## src/rtl/seq_detector_param.sv

```systemverilog
// Serial pattern detector with a runtime-loadable N-bit pattern, overlap select,
// sample enable and a saturating match counter with a sticky saturation flag.
module seq_detector_param #(
  parameter int          N       = 3,
  parameter logic [N-1:0] PATTERN = 3'b101,
  parameter int          CNT_W   = 8
) (
  input  logic             clk,
  input  logic             rst,
  input  logic             w,
  input  logic             en,
  input  logic             overlap,
  input  logic             load,
  input  logic [N-1:0]     pat_in,
  input  logic             clr_cnt,
  output logic             z,
  output logic [CNT_W-1:0] count,
  output logic             sat
);

  localparam int FW = $clog2(N + 1);

  logic [N-1:0]  r_pat;
  logic [N-1:0]  r_hist;
  logic [FW-1:0] r_fill;
  logic          r_z;
  logic [CNT_W-1:0] r_count;
  logic          r_sat;

  logic [N-1:0]  w_hist_n;
  logic [FW-1:0] w_fill_n;
  logic          w_match;
  logic          w_count_match;

  always_comb begin
    w_hist_n      = {r_hist[N-2:0], w};
    w_fill_n      = (r_fill == FW'(N)) ? r_fill : r_fill + FW'(1);
    w_match       = (w_fill_n == FW'(N)) && (w_hist_n == r_pat);
    // A sample discarded by load can never count as a match.
    w_count_match = en && !load && w_match;
  end

  always_ff @(posedge clk) begin
    if (rst) begin
      r_pat   <= PATTERN;
      r_hist  <= '0;
      r_fill  <= '0;
      r_z     <= 1'b0;
      r_count <= '0;
      r_sat   <= 1'b0;
    end else begin
      if (load) begin
        r_pat  <= pat_in;
        r_hist <= '0;
        r_fill <= '0;
        r_z    <= 1'b0;
      end else if (en) begin
        r_hist <= w_hist_n;
        r_z    <= w_match;
        r_fill <= (w_match && !overlap) ? '0 : w_fill_n;
      end else begin
        r_z    <= 1'b0;
      end

      if (clr_cnt) begin
        r_count <= '0;
        r_sat   <= 1'b0;
      end else if (w_count_match) begin
        if (r_count == '1) r_sat <= 1'b1;
        else               r_count <= r_count + CNT_W'(1);
      end
    end
  end

  assign z     = r_z;
  assign count = r_count;
  assign sat   = r_sat;

endmodule

```

## config.mk

```make
export PLATFORM = sky130hd
export DESIGN_NAME = seq_detector_param
export DESIGN_NICKNAME = d
export VERILOG_FILES = /design/src/rtl/seq_detector_param.sv
export SDC_FILE = /design/constraint.sdc
export NUM_CORES = 1
export LEC_CHECK = 0
export CAP_MARGIN = 0
export CORE_UTILIZATION = 45
export CTS_CLUSTER_DIAMETER = 40
export CTS_CLUSTER_SIZE = 40
export DETAILED_ROUTE_END_ITERATION = 16
export PLACE_DENSITY = 0.74
export SYNTH_ARGS = -nofsm -noshare
export SYNTH_HDL_FRONTEND = slang
export SYNTH_SLANG_ARGS = --single-unit
```

## constraint.sdc

```tcl
create_clock -name clk -period 5 [get_ports clk]
set_input_delay 1 -clock clk [delete_from_list [all_inputs] [get_ports clk]]
set_output_delay 1 -clock clk [all_outputs]
set_load 0.05 [all_outputs]
```

==> run metrics <==
status=complete, no violations; WL/cell=12.7 µm; clock skew=1.05 ps; Slew HR=32.6%; fin crit period=2760 ps; grt ovf=0; Post-Syn Nets=101; Num CTS Buffers=3; vias per cell=5.61; Inserted Diodes=0; via count=746; Max VDD drop=0.000196 V; Hold Path Class=reg2reg; Final Power=0.236 mW; RSZ-0062 raised after global routing=no; Hold Buf Count CTS=0; total global-route track usage=19.4%; filler instances=138; die width=44.4 µm; setup_tns=0 ps; most frequent cells in the layout=clkdlybuf4s50_1, dfxtp_1, nand2_1, nor2_1; area grow syn2layout=27.5%; RD Place Congestion=0.809; final setup violation count=0; synthesized flop and latch total=17; Routed Antenna Nets=0; Setup WS pre-CTS=1920 ps; I/O pin count=20; Synth Warn #=0; DP Wirelength=1230 µm; largest net degree at the start of global routing=18; top cell type by total area after synthesis=dfxtp_1; layout cells sized above 1=6.42%; Worst setup EP type=flip-flop; fmax=363 MHz; CTS max path bufs=2; Die ar.=1970 µm²; # nets final=121; leakage=0.400 nW; Die Span Y=44.4 µm; CTS tree=yes; dpl cell area=1010 µm²; initial core utilization=50.8%; CTS clk-pin slew, worst paths=100 ps; 1st-iter DRT viols=8; MaxCap Viol Count=0; worst skew pair latency=290 ps; Clk Tree Root Cell=clkbuf_4; DR pass1 iterations=4; CTS sink cnt=17; Fin. Hold Viols=0; Worst-Margin Slew=1000 ps; register area share after synthesis=42.0%; post-route DRC violation count=0; Max FO, Critical Path=11; pwr dens=229 nW/µm²; row cnt=14; Mapped Avg Cell Area=8.99 µm²; Routed WL=1690 µm; Tcrit/Tclk final=55.1%; vias in the first global route=676; share of Yosys cell area claimed by the top area cell type=42.0%; final instance area=1030 µm²; Arrival @ worst endpoint=2950 ps; first-pass GRT wire length=2800 µm; fin worst setup slack=2240 ps; post-CTS sizing=0; Core Box Area=1590 µm²; initial antenna violation count=0; H-tree Lvls=1; post-layout util=64.8%; Post-CTS Setup Bufs=0; Slew Viols, Final=0; Cell variety after synth=35; Post-Syn Area=810 µm²; commonest non-fill, non-tap cell in the layout=clkdlybuf4s50_1; Setup CP Type=in2reg; top post-synthesis cells by area=dfxtp_1, mux2i_1, nand2_1; WP data required=5200 ps; Mapped Cells=90; startpoint types=input port; IO Port Bufs=19
## where the power goes
part	internal [mW]	total, mW	leakage (nW)	switching (mW)
logic	0.0112	0.0218	0.247	0.0106
registers	0.138	0.139	0.138	0.00161
clock network	0.0311	0.0750	0.0150	0.0439
## final cells by class
class	count	area [µm²]	share of cell area [%]
Tap cell	24	30.0	2.91
Inverter	1	3.75	0.364
Clock buffer	4	26.3	2.55
Timing Repair Buffer	19	190	18.4
Multi-Input combinational cell	68	442	42.8
Sequential cell	17	340	33.0
## sequential cells by signal, summed over array words and instances, names as in the netlist
signal and count:
r_fill 2, count 8, sat 1, r_hist 2, r_pat 3, z 1
## Yosys cell counts, drive strengths merged
cell    instances
a2111o          1
a211o           2
a21oi           5
a31o            1
a31oi           1
a41o            1
and2            2
and3            1
and4            1
buf             2
clkbuf          2
dfxtp          17
ha              1
inv             1
mux2i           5
nand2           8
nand3           1
nand4           3
nor2            8
nor2b           2
nor3            4
nor3b           1
nor4            1
o211a           1
o21a            1
o21ai           3
o311ai          1
o31ai           1
or2             1
or3             4
or4             3
or4b            1
xor2            3
## through the flow
stage	hold slack, ps	std cells
2_1_floorplan	459	90
3_3_place_gp	448	129
3_5_place_dp	461	129
4_1_cts	485	133
5_1_grt	501	133
6_report	476	133
## routing by layer
metal | GRT usage (%) | vias to the layer above | wire, µm
met3 | 2.45 | 5 | 62
li1 | - | 372 | -
met2 | 33.5 | 24 | 870
met4 | 10.9 | 0 | 40
met5 | 0 | - | 0
met1 | 23.0 | 345 | 716
## critical path: stages
cell and delay, ps:
clkdlybuf4s50_1 590, nand2_1 110, or4_4 560, or4_1 490, o211a_1 210
## worst paths after layout
kind,startpoint,to,slack [ps],cells after the start
setup / recovery,en,count[6],2240,5
hold / removal,sat,sat,480,1
setup reg to reg,count[0],count[7],3000,5
hold reg to reg,sat,sat,480,1
## cell families after synthesis
family / synth area share, %
multiplexers: 6.18
AND/OR/NAND/NOR: 27.8
flip-flops: 42.0
AO/OA/AOI/OAI: 15.8
adder cells (fa/ha/maj): 1.55
XOR/XNOR: 3.25
buffers and inverters: 3.40
Power figures use the tool's default switching activity.
